## src/rtl/gate_tt_sequencer_if.sv

```systemverilog
// Handshake and data bundle between the gate truth-table sequencer and the
// gate block under test / status consumer.
interface gate_tt_sequencer_if;
  logic       start;
  logic [1:0] ab_out;
  logic [5:0] y_in;
  logic       busy;
  logic       done;
  logic       pass;
  logic [1:0] fail_vec;
  logic [5:0] fail_mask;
  logic [2:0] err_count;

  modport master (
    input  start, y_in,
    output ab_out, busy, done, pass, fail_vec, fail_mask, err_count
  );

  modport slave (
    output start, y_in,
    input  ab_out, busy, done, pass, fail_vec, fail_mask, err_count
  );
endinterface

```

## src/rtl/gate_tt_sequencer.sv

```systemverilog
// Sweeps a,b through 00..11, waits SETTLE_CYCLES, then compares the six gate
// outputs against golden values and records pass/first-failure/error count.
module gate_tt_sequencer #(
  parameter int unsigned SETTLE_CYCLES = 2
) (
  input  logic                   clk,
  input  logic                   rst_n,
  gate_tt_sequencer_if.master    bus
);

  localparam int unsigned CW = (SETTLE_CYCLES > 1) ? $clog2(SETTLE_CYCLES) : 1;
  localparam logic [CW-1:0] CNT_LAST = CW'(SETTLE_CYCLES - 1);

  typedef enum logic [1:0] {IDLE, SETTLE, CHECK, DONE} state_e;

  state_e        state_q, state_d;
  logic [CW-1:0] cnt_q, cnt_d;
  logic [1:0]    ab_q, ab_d;
  logic          busy_q, busy_d;
  logic          done_q, done_d;
  logic          pass_q, pass_d;
  logic [1:0]    fail_vec_q, fail_vec_d;
  logic [5:0]    fail_mask_q, fail_mask_d;
  logic [2:0]    err_count_q, err_count_d;

  logic [5:0]    golden;
  logic [5:0]    diff;
  logic          a, b;

  // Golden order: {and, or, not(a), nand, xor, xnor}
  always_comb begin
    a      = ab_q[1];
    b      = ab_q[0];
    golden = {a & b, a | b, ~a, ~(a & b), a ^ b, ~(a ^ b)};
    diff   = bus.y_in ^ golden;
  end

  always_ff @(posedge clk or negedge rst_n) begin
    if (!rst_n) state_q <= IDLE;
    else        state_q <= state_d;
  end

  always_comb begin
    state_d = state_q;
    unique case (state_q)
      IDLE:    if (bus.start) state_d = SETTLE;
      SETTLE:  if (cnt_q == CNT_LAST) state_d = CHECK;
      CHECK:   state_d = (ab_q == 2'b11) ? DONE : SETTLE;
      DONE:    state_d = IDLE;
      default: state_d = IDLE;
    endcase
  end

  always_comb begin
    cnt_d       = cnt_q;
    ab_d        = ab_q;
    busy_d      = busy_q;
    done_d      = 1'b0;
    pass_d      = pass_q;
    fail_vec_d  = fail_vec_q;
    fail_mask_d = fail_mask_q;
    err_count_d = err_count_q;
    unique case (state_q)
      IDLE: begin
        if (bus.start) begin
          ab_d        = '0;
          err_count_d = '0;
          fail_vec_d  = '0;
          fail_mask_d = '0;
          pass_d      = 1'b0;
          busy_d      = 1'b1;
          cnt_d       = '0;
        end
      end
      SETTLE: cnt_d = cnt_q + 1'b1;
      CHECK: begin
        if (|diff) begin
          err_count_d = err_count_q + 1'b1;
          if (err_count_q == '0) begin
            fail_vec_d  = ab_q;
            fail_mask_d = diff;
          end
        end
        if (ab_q == 2'b11) begin
          busy_d = 1'b0;
          done_d = 1'b1;
        end else begin
          ab_d  = ab_q + 1'b1;
          cnt_d = '0;
        end
      end
      DONE:    pass_d = (err_count_q == '0);
      default: ;
    endcase
  end

  always_ff @(posedge clk or negedge rst_n) begin
    if (!rst_n) begin
      cnt_q       <= '0;
      ab_q        <= '0;
      busy_q      <= 1'b0;
      done_q      <= 1'b0;
      pass_q      <= 1'b0;
      fail_vec_q  <= '0;
      fail_mask_q <= '0;
      err_count_q <= '0;
    end else begin
      cnt_q       <= cnt_d;
      ab_q        <= ab_d;
      busy_q      <= busy_d;
      done_q      <= done_d;
      pass_q      <= pass_d;
      fail_vec_q  <= fail_vec_d;
      fail_mask_q <= fail_mask_d;
      err_count_q <= err_count_d;
    end
  end

  assign bus.ab_out    = ab_q;
  assign bus.busy      = busy_q;
  assign bus.done      = done_q;
  assign bus.pass      = pass_q;
  assign bus.fail_vec  = fail_vec_q;
  assign bus.fail_mask = fail_mask_q;
  assign bus.err_count = err_count_q;

endmodule

```

## src/flat_wrapper.sv

```systemverilog
// flat-port wrapper written by rule: the top's interface ports become plain ports
module gate_tt_sequencer_flat 
#(
  parameter int unsigned SETTLE_CYCLES = 2
)
  (clk, rst_n, bus_start, bus_y_in, bus_ab_out, bus_busy, bus_done, bus_pass, bus_fail_vec, bus_fail_mask, bus_err_count);
  gate_tt_sequencer_if bus_i ();
  input  logic clk;
  input  logic rst_n;
  input wire logic [$bits(bus_i.start)-1:0] bus_start;
  input wire logic [$bits(bus_i.y_in)-1:0] bus_y_in;
  output wire logic [$bits(bus_i.ab_out)-1:0] bus_ab_out;
  output wire logic [$bits(bus_i.busy)-1:0] bus_busy;
  output wire logic [$bits(bus_i.done)-1:0] bus_done;
  output wire logic [$bits(bus_i.pass)-1:0] bus_pass;
  output wire logic [$bits(bus_i.fail_vec)-1:0] bus_fail_vec;
  output wire logic [$bits(bus_i.fail_mask)-1:0] bus_fail_mask;
  output wire logic [$bits(bus_i.err_count)-1:0] bus_err_count;
  assign bus_i.start = bus_start;
  assign bus_i.y_in = bus_y_in;
  assign bus_ab_out = bus_i.ab_out;
  assign bus_busy = bus_i.busy;
  assign bus_done = bus_i.done;
  assign bus_pass = bus_i.pass;
  assign bus_fail_vec = bus_i.fail_vec;
  assign bus_fail_mask = bus_i.fail_mask;
  assign bus_err_count = bus_i.err_count;
  gate_tt_sequencer #(.SETTLE_CYCLES(SETTLE_CYCLES)) u_core (.clk(clk), .rst_n(rst_n), .bus(bus_i));
endmodule
```

## config.mk

```make
export PLATFORM = sky130hd
export DESIGN_NAME = gate_tt_sequencer_flat
export DESIGN_NICKNAME = d
export VERILOG_FILES = /design/src/rtl/gate_tt_sequencer_if.sv /design/src/rtl/gate_tt_sequencer.sv /design/src/flat_wrapper.sv
export SDC_FILE = /design/constraint.sdc
export NUM_CORES = 1
export LEC_CHECK = 0
export BUFFER_PORTS_ARGS = -buffer_cell sky130_fd_sc_hd__buf_4
export CAP_MARGIN = 20
export CORE_MARGIN = 4
export CORE_UTILIZATION = 25
export CTS_CLUSTER_SIZE = 28
export DETAILED_ROUTE_END_ITERATION = 6
export PLACE_DENSITY = 0.47
export SETUP_SLACK_MARGIN = 0.4
export SLEW_MARGIN = 20
export SYNTH_ARGS = -nofsm -noshare
export SYNTH_HDL_FRONTEND = slang
export SYNTH_SLANG_ARGS = --single-unit
```

## constraint.sdc

```tcl
create_clock -name clk -period 2.2 [get_ports clk]
set_clock_uncertainty 0.2 [all_clocks]
set_input_delay 0.33 -clock clk [delete_from_list [all_inputs] [get_ports clk]]
set_output_delay 0.33 -clock clk [all_outputs]
set_load 0.005 [all_outputs]
```

==> results of run 1 <==
final cells by class:
type	instances	area [um^2]
fillers	423	2555
multi-input cells	78	583.1
flip-flops and latches	19	478.0
repair buffers	37	280.3
well taps	50	62.56
inverters	14	52.55
clock buffers	3	41.29
clock inverters	1	5.005
cells in the final DEF, fill, tap and decap left out, drive strengths merged, types with 2 or more instances in the layout:
cell type	Yosys	layout
a21oi	3	3
a22o	2	2
and3	2	2
and3b	2	2
buf	4	36
clkbuf	1	3
dfrtp	19	19
ha	4	4
inv	14	14
nand2	16	16
nand2b	2	2
nand4	2	2
nor2	5	5
nor3b	2	2
o21ai	13	13
o22ai	3	3
o311ai	2	2
o31ai	2	2
xnor2	4	4
xor2	2	2
layer usage:
metal | share of wire [%] | global-route usage, % | vias to the layer above
met5 | 0 | 0 | -
met4 | 0.83 | 4.225 | 0
met3 | 4.5 | 2.326 | 4
met2 | 46 | 16.19 | 17
met1 | 48 | 14.14 | 453
li1 | - | - | 472
where the power goes:
part	leakage (nW)	internal (mW)	switching (mW)
combinational	0.417	0.505	0.431
sequential	0.245	0.468	0.150
clock	0.0255	0.126	0.121
metrics by stage:
step	setup slack, ns	instances	cell area, um^2	util, %
after floorplan	0.3963	116	1099	-
after global placement	0.2544	187	1329	32.75
after detailed placement	0.2355	187	1329	32.75
after CTS	0.3454	201	1470	36.23
after global routing	0.2478	202	1503	37.03
final	0.3431	202	1503	37.03
kinds of logic (layout without fill, tap and decap cells):
kind of cell	after synthesis	after routing	share of synthesized area (%)
and+or+nand+nor	35	35	17.00
DFF	19	19	44.55
xor gates and xnor gates	6	6	4.924
adders and majority gates	4	4	4.690
muxes	1	1	1.055
AOI/OAI and AO/OA	32	32	20.87
buffers and inverters	19	55	6.917
flip-flops by register name (all words and copies together) (netlist names):
register,cells
u_core.bus.ab_out,2
u_core.bus.busy,1
u_core.bus.done,1
u_core.bus.err_count,3
u_core.bus.fail_mask,6
u_core.bus.fail_vec,2
u_core.bus.pass,1
u_core.cnt_q,1
u_core.state_q,2
synthesized netlist by cell type (3+ instances only):
| cell type | n |
|---|---|
| nor2_1 | 4 |
| dfrtp_1 | 19 |
| xnor2_1 | 4 |
| ha_1 | 4 |
| o21ai_0 | 12 |
| nand2_1 | 16 |
| o22ai_1 | 3 |
| inv_1 | 14 |
| a21oi_1 | 3 |
how the worst min path moves through the flow:
stage                                 endpoint  slack (ns)  startpoint
after floorplan           u_core.bus.ab_out[0]       -0.17       rst_n
after global placement    u_core.bus.ab_out[0]        0.02       rst_n
after detailed placement  u_core.bus.ab_out[0]        0.03       rst_n
after CTS                    u_core.state_q[0]        0.13   bus_start
after global routing         u_core.state_q[0]        0.13   bus_start
final                        u_core.state_q[0]        0.14   bus_start
what timing repair did:
action                                 4_1_cts  5_1_grt
hold buffers                                 1        0
endpoints found under the hold margin       19        0
setup endpoints to repair                   11       11
gates resized for setup                      4        6
setup buffers                                9        1
pin swaps                                    7        1
worst max-delay path, stage by stage, from the launching register on:
cell and delay, ns:
dfrtp_2 0.44, inv_2 0.09, ha_4 0.22, and3b_2 0.23, o22a_4 0.21, a31oi_4 0.24, o21ai_1 0.11
==> metrics.md, run 1 <==
| Metric | Value |
|---|---|
| Mapped Cells | `roughly 120` |
| Hold crit path type | `in2reg` |
| WHS Path Cells | `2` |
| Final wirelength | `~2.6 mm` |
| Dominant synthesized flop cell | `dfrtp_1` |
| CTS Buf Count | `3` |
| Yosys top cell area share | `44.55%` |
| Slew Limit Fails | `0` |
| Total Nets Final | `166` |
| First-pass GRT wire length | `~4.4 mm` |
| R2R Setup Slk | `between 0.3 and 0.4 ns` |
| DR vias | `approximately 950` |
| Setup TNS | `0 ns` |
| Crit. Startpoint | `u_core.bus.ab_out[0]` |
| Total power | `around 1.8 mW` |
| Initial Util | `about a quarter` |
| Via density | `4.683` |
| Max transition margin | `between 60% and 70%` |
| Post-route ant nets | `0` |
| Avg Cell Area, Syn | `roughly 9.2 um^2` |
| Sink Count | `19` |
| Reg-to-Reg Start | `u_core.bus.ab_out[0]` |
| Ys async rst share | `100.0%` |
| Min cycle time layout | `between 1.5 and 2 ns` |
| Worst VDD drop | `0.4602 mV` |
| Slew @ Worst Pin | `~0.45 ns` |
| Initial drt markers | `26` |
| Drt first pass iters | `4` |
| Top cells by area, synth | `dfrtp_1, o21ai_0, nand2_1` |
| Total GRT Usage | `10.48%` |
| Cell Area, Synth | `roughly 1100 um^2` |
| Worst-path clk slew | `0.07 ns` |
| Post-synth EDFFs | `0` |
| Post-synth cell types | `36` |
| Leakage | `roughly 0.7 nW` |
| Hold_ws | `between 0.1 and 0.15 ns` |
| # port buffers | `24` |
| CTS root buf | `clkbuf_8` |
| Pin count of the biggest net entering global routing | `20` |
| Synth Register Bits | `19` |
| H-tree depth | `1` |
| Setup CP Type | `reg2reg` |
| Avg WL per Cell | `about 13 um` |
| Power per Cell Area | `between 1000 and 1500 nW/um^2` |
| Post-synth top area cell | `dfrtp_1` |
| GP Congestion | `approximately 0.76` |
| Final hold viol count | `0` |
| Die Y | `between 70 and 80 um` |
| CP required | `~2.1 ns` |
| R2r worst-path depth | `6` |
| Status | `completed` |
| Worst Setup EP | `u_core.bus.fail_mask[0]` |
| Core ar. | `4058 um^2` |
| Detailed placement HPWL | `~1.9 mm` |
| # Max-Cap Violations | `0` |
| Fmax | `538.5 MHz` |
| Worst skew pair latency | `about 0.25 ns` |
| RSZ-0062 raised after global routing | `true` |
| CTS max path bufs | `2` |
| Share of layout cells above drive strength 1 | `between 30% and 40%` |
| GRT overflow | `0` |
| Initial antenna violation count | `0` |
| CP arrival | `1.79 ns` |
| Area Overhead vs Synth | `40.80%` |
| Synth Net Count | `~130` |
| Register area share after synthesis | `around 45%` |
| Die Footprint | `5379 um^2` |
| Setup violators final | `0` |
| Yosys warns | `0` |
| Final period util | `a little over four fifths` |
| Critical-path maximum fanout | `8` |
| CP endpoint kind | `flop` |
| Width of the die | `73.34 um` |
| Critical Path Start Type | `flop` |
| CTS tree | `yes` |
| Row count | `23` |
| I/O pin total | `25` |
| N_diodes | `0` |
| Drt drc | `0` |
| Worst R2R End | `u_core.bus.fail_mask[0]` |
| Vias in the first global route | `between 900 and 1k` |
No activity file was read; power rests on OpenSTA's default activity.
==> inputs of run 2 (changes only) <==
Settings changed: PLACE_DENSITY 0.47 to 0.49.
Clock period 2.2 ns to 1.5 ns, I/O delays scaled along.
==> run 2 against run 1 <==
Compared with the run above: the run now ends with negative setup slack left; critical path depth stayed put; utilization is 7.3 points higher; power is 80% higher; sequential power is 36% higher; combinational power is 120% higher.
==> metrics.md, run 2 (synthesis gave the netlist of run 1 again) <==
| Metric | Value |
|---|---|
| Final wirelength | `approximately 3.0 mm` |
| Status | `complete, but fails checks` |
| Worst Setup EP | `u_core.bus.fail_mask[1]` |
| Share of layout cells above drive strength 1 | `just over 50%` |
| # port buffers | `24` |
| CTS max path bufs | `2` |
| Pin count of the biggest net entering global routing | `20` |
| Vias in the first global route | `approximately 1.1k` |
| Total Nets Final | `approximately 190` |
| Total power | `about 3.2 mW` |
| CTS tree | `yes` |
| Dpl ws | `-0.3479 ns` |
| Commonest non-fill, non-tap cell in the layout | `buf_4` |
| Area post-placement | `approximately 1500 um^2` |
| DR top layer | `met4` |
| Core ar. | `about 4100 um^2` |
| Area Overhead vs Synth | `68.70%` |
| Setup CP Type | `reg2reg` |
| Post-route ant nets | `0` |
| DR vias | `~1.0k` |
| RSZ-0062 raised after global routing | `true` |
| Sink Count | `19` |
| Via density | `about 4.5` |
| Max transition margin | `78.65%` |
| Final worst setup slack | `-0.3430 ns` |
| Die Footprint | `~5400 um^2` |
| CP required | `1.43 ns` |
| Worst VDD drop | `roughly 0.72 mV` |
| WL met2 | `1.460 mm` |
| Width of the die | `73.34 um` |
| N_diodes | `0` |
| CP endpoint kind | `flop` |
| # Max-Cap Violations | `0` |
| GP Congestion | `~0.8` |
| Leakage | `about 0.84 nW` |
| Power per Cell Area | `approximately 1800 nW/um^2` |
| Avg WL per Cell | `13.06 um` |
| Slew @ Worst Pin | `roughly 0.32 ns` |
| Fmax | `roughly 540 MHz` |
| Max reg flops | `6` |
| R2R Setup Slk | `-0.34 ns` |
| R2r worst-path depth | `6` |
| Die Y | `~73 um` |
| Final period util | `122.9%` |
| Final hold viol count | `0` |
| GRT overflow | `0` |
| First-pass GRT wire length | `4.926 mm` |
| I/O pin total | `25` |
| Worst R2R End | `u_core.bus.fail_mask[1]` |
| Row count | `23` |
| Critical-path maximum fanout | `8` |
| WHS Path Cells | `2` |
| Reg-to-Reg Start | `u_core.bus.ab_out[1]` |
| Failing checks | `negative setup slack` |
| Total GRT Usage | `about an eighth` |
| Initial Util | `26.30%` |
| H-tree depth | `1` |
| Crit. Startpoint | `u_core.bus.ab_out[1]` |
| Drt first pass iters | `3` |
| Drt drc | `0` |
| Post-Route M1 WL | `approximately 1.3 mm` |
| Initial drt markers | `19` |
| CP arrival | `roughly 1.8 ns` |
| Worst skew pair latency | `between 0.2 and 0.3 ns` |
| Fin area | `around 1800 um^2` |
| Most frequent cells in the layout | `buf_4, buf_6, dfrtp_1, nand2_1, inv_1` |
| Hold crit path type | `in2reg` |
| Slew Limit Fails | `0` |
| Detailed placement HPWL | `2.148 mm` |
| Min cycle time layout | `around 1.8 ns` |
| Hold_ws | `approximately 0.050 ns` |
| Initial antenna violation count | `0` |
| CTS Buf Count | `3` |
| Worst-path clk slew | `0.07 ns` |
| Setup TNS | `-3.587 ns` |
| Met3 WL post-DR | `between 150 and 200 um` |
| Setup violators final | `12` |
| Critical Path Start Type | `flop` |
| CTS root buf | `clkbuf_8` |
-- run 2: area by class of cell --
| type | count | area, um^2 |
|---|---|---|
| Tap cell | 50 | 62.56 |
| Clock buffer | 4 | 45.04 |
| Fill cell | 409 | 2257 |
| Inverter | 14 | 52.55 |
| Multi-Input combinational cell | 78 | 600.6 |
| Timing Repair Buffer | 63 | 561.8 |
| Sequential cell | 19 | 478.0 |
-- run 2: layer usage --
layer	GRT usage, %	vias to the layer above
li1	-	524
met1	14.27	481
met2	20.46	18
met3	2.736	2
met4	3.219	0
met5	0	-
-- run 2: metrics by stage --
stage	instances	util, %
global route	228	44.37
global placement	205	36.14
floorplan	116	-
finish	228	44.37
CTS	222	42.18
detailed placement	205	36.14
-- run 2: worst min path at each step --
stage                          from                      end  slack (ns)
after global routing      bus_start        u_core.state_q[0]        0.06
final                     bus_start        u_core.state_q[0]        0.05
after global placement        rst_n  u_core.bus.fail_mask[0]       -0.08
after detailed placement      rst_n  u_core.bus.fail_mask[0]       -0.08
after CTS                 bus_start        u_core.state_q[0]        0.04
after floorplan               rst_n     u_core.bus.ab_out[0]       -0.27
-- run 2: critical path: stages (launching register included) --
cell and delay, ns:
dfrtp_2 0.43, inv_2 0.08, ha_4 0.21, and3b_1 0.19
o22a_2 0.23, a31oi_4 0.25, o21ai_0 0.12
-- run 2: power breakdown --
part	total [mW]	switching [mW]	internal (mW)
clock	0.364	0.175	0.189
sequential	0.843	0.154	0.689
combinational	2.04	0.855	1.18
total	3.25	1.18	2.06
-- run 2: repair_timing --
| item | 4_1_cts | 5_1_grt |
|---|---|---|
| pin swaps | 6 | 7 |
| setup endpoints to repair | 35 | 35 |
| hold buffers | 1 | 0 |
| setup buffers | 12 | 6 |
| gates cloned | 0 | 0 |
| hold endpoints to repair | 19 | 0 |
| gates resized for setup | 29 | 11 |
==> inputs of run 3 (changes only) <==
Settings changed: CELL_PAD_IN_SITES_DETAIL_PLACEMENT set to 0, CELL_PAD_IN_SITES_GLOBAL_PLACEMENT set to 1, CORE_MARGIN 4 to 3, PLACE_DENSITY 0.49 to 0.64.
==> run 3 against run 2 <==
Compared with the run above: the flow still finishes with violations (negative setup slack); non-clock buffer count rose by 3; critical endpoint is now u_core.bus.fail_mask[3]; design area is 1.4% higher; register-to-register slack barely moved; maximum frequency about the same; final cell count increased by 1.3%; critical path depth is the same; count of clock-buffer cells in the layout down 1; combinational power about the same; clock power grew 2%; wire length is 2.8% lower; hold slack better by 0.0051 ns.
==> metrics.md, run 3 (synthesis gave the netlist of run 1 again) <==
| Metric | Value |
|---|---|
| Final wirelength | `just under 3 mm` |
| Area Overhead vs Synth | `71.04%` |
| Power per Cell Area | `between 1500 and 2000 nW/um^2` |
| Min cycle time layout | `1.844 ns` |
| Commonest non-fill, non-tap cell in the layout | `buf_4` |
| CP endpoint kind | `flop` |
| Row count | `23` |
| Slowest-stage cell, CP | `dfrtp_2` |
| GRT overflow | `0` |
| Drt drc | `0` |
| First-pass GRT wire length | `just under 5 mm` |
| CP arrival | `roughly 1.8 ns` |
| Setup TNS | `-3.617 ns` |
| Dpl ws | `-0.3520 ns` |
| Sink Count | `19` |
| CP top delay family | `compound AO/OA/AOI/OAI gates` |
| Critical Path Start Type | `flop` |
| Slew Limit Fails | `0` |
| Final Core Density | `44.99%` |
| Vias in the first global route | `~1.1k` |
| Slowest stage delay, CP | `roughly 0.44 ns` |
| Most frequent cells in the layout | `buf_4, buf_6, dfrtp_1, nand2_1, inv_1` |
| CTS Buf Count | `3` |
| Failing checks | `negative setup slack` |
| Comb pwr share | `62.6%` |
| Total power | `3.264 mW` |
| Max reg flops | `6` |
| Setup CP Type | `reg2reg` |
| Initial antenna violation count | `0` |
| Initial drt markers | `28` |
| Worst-path clk slew | `0.08 ns` |
| Critical path buffers and inverters | `1` |
| Detailed placement HPWL | `roughly 2.1 mm` |
| CP required | `approximately 1.4 ns` |
| Final worst setup slack | `-0.3443 ns` |
| Clock network fraction of total power | `a little under an eighth` |
| GP Congestion | `~0.73` |
| Core ar. | `4058 um^2` |
| Slew @ Worst Pin | `0.3110 ns` |
| Pin count of the biggest net entering global routing | `20` |
| Final hold viol count | `0` |
| I/O pin total | `25` |
| Initial Util | `26.30%` |
| Total Nets Final | `roughly 200` |
| Fin cells | `about 230` |
| Filler Cells Inserted | `405` |
| RSZ-0062 raised after global routing | `true` |
| Die Y | `between 70 and 80 um` |
| Leakage | `between 0.8 and 0.9 nW` |
| Fmax | `542.2 MHz` |
| CTS max path bufs | `2` |
| Net switching power | `1.192 mW` |
| Hold crit path type | `in2reg` |
| Max transition margin | `79.12%` |
| N_diodes | `0` |
| Sequential share of power | `between 20% and 30%` |
| Die Footprint | `roughly 5100 um^2` |
| CTS tree | `yes` |
| Switch share | `between 30% and 40%` |
| Int Pwr | `between 2 and 2.5 mW` |
| DR vias | `around 1.1k` |
| CTS root buf | `clkbuf_8` |
| Via density | `4.619` |
| # port buffers | `24` |
| Status | `complete, but fails checks` |
| Share of layout cells above drive strength 1 | `51.93%` |
| Setup violators final | `12` |
| Width of the die | `a little over 70 um` |
| Total GRT Usage | `between 10% and 20%` |
| Cells after DPL | `approximately 210` |
| Critical-path maximum fanout | `8` |
| Final period util | `123.0%` |
| Drt first pass iters | `4` |
| Avg WL per Cell | `roughly 13 um` |
| Post-route ant nets | `0` |
| Worst VDD drop | `about 0.84 mV` |
| Worst skew pair latency | `0.26 ns` |
| H-tree depth | `1` |
| # Max-Cap Violations | `0` |
| CP cell instances | `inv_2, ha_4, and3b_1, o22a_2, a31oi_4, o21ai_0` |
-- run 3: final cells by class --
| type | instances | area, um^2 | area share, % |
|---|---|---|---|
| clock inverter | 1 | 5.005 | 0.2742 |
| tap | 50 | 62.56 | 3.427 |
| inverter | 14 | 55.05 | 3.016 |
| multi-input combinational | 78 | 599.3 | 32.83 |
| clock buffer | 3 | 41.29 | 2.262 |
| timing repair buffer | 66 | 584.3 | 32.01 |
| sequential | 19 | 478.0 | 26.18 |
-- run 3: worst paths after layout --
| path | slack (ns) | to | from | cells after the start |
|---|---|---|---|---|
| max in group asynchronous | 0.70 | u_core.state_q[0] | rst_n | 2 |
| min in group asynchronous | 0.18 | u_core.bus.fail_mask[1] | rst_n | 2 |
| setup / recovery | -0.34 | u_core.bus.fail_mask[3] | u_core.bus.ab_out[1] | 6 |
| hold reg to reg | 0.30 | u_core.cnt_q | u_core.cnt_q | 1 |
| setup reg to reg | -0.34 | u_core.bus.fail_mask[3] | u_core.bus.ab_out[1] | 6 |
| hold / removal | 0.05 | u_core.state_q[0] | bus_start | 2 |
-- run 3: through the flow --
stage          hold WS, ns  cell area [um^2]
2_1_floorplan      -0.2706              1125
3_3_place_gp      -0.08084              1474
3_5_place_dp      -0.07776              1474
4_1_cts            0.02885              1727
5_1_grt            0.05757              1826
6_report           0.05482              1826
-- run 3: timing repair --
action | in CTS | in global routing
endpoints found under the hold margin | 19 | 0
endpoints found under the setup margin | 35 | 35
hold buffers | 1 | 0
resized for setup | 29 | 10
pin swaps | 5 | 5
buffers inserted | 12 | 8
cloned | 0 | 0
-- run 3: routing by layer --
metal | up-vias | part of all wire (%) | global-route usage [%] | wire length (um)
met5 | - | 0 | 0 | 0
met4 | 0 | 0.41 | 3.132 | 12
met3 | 2 | 5.1 | 2.525 | 149
met2 | 22 | 49 | 19.39 | 1408
met1 | 511 | 46 | 15.84 | 1324
li1 | 532 | - | - | -
-- run 3: power by group through the flow --
stage | registers, mW | logic [mW] | clock network [mW]
global placement | 0.834 | 1.48 | 0
CTS | 0.845 | 1.86 | 0.398
finish | 0.846 | 2.04 | 0.373
floorplan | 0.842 | 0.867 | 0
detailed placement | 0.841 | 1.50 | 0
global route | 0.868 | 2.26 | 0.419
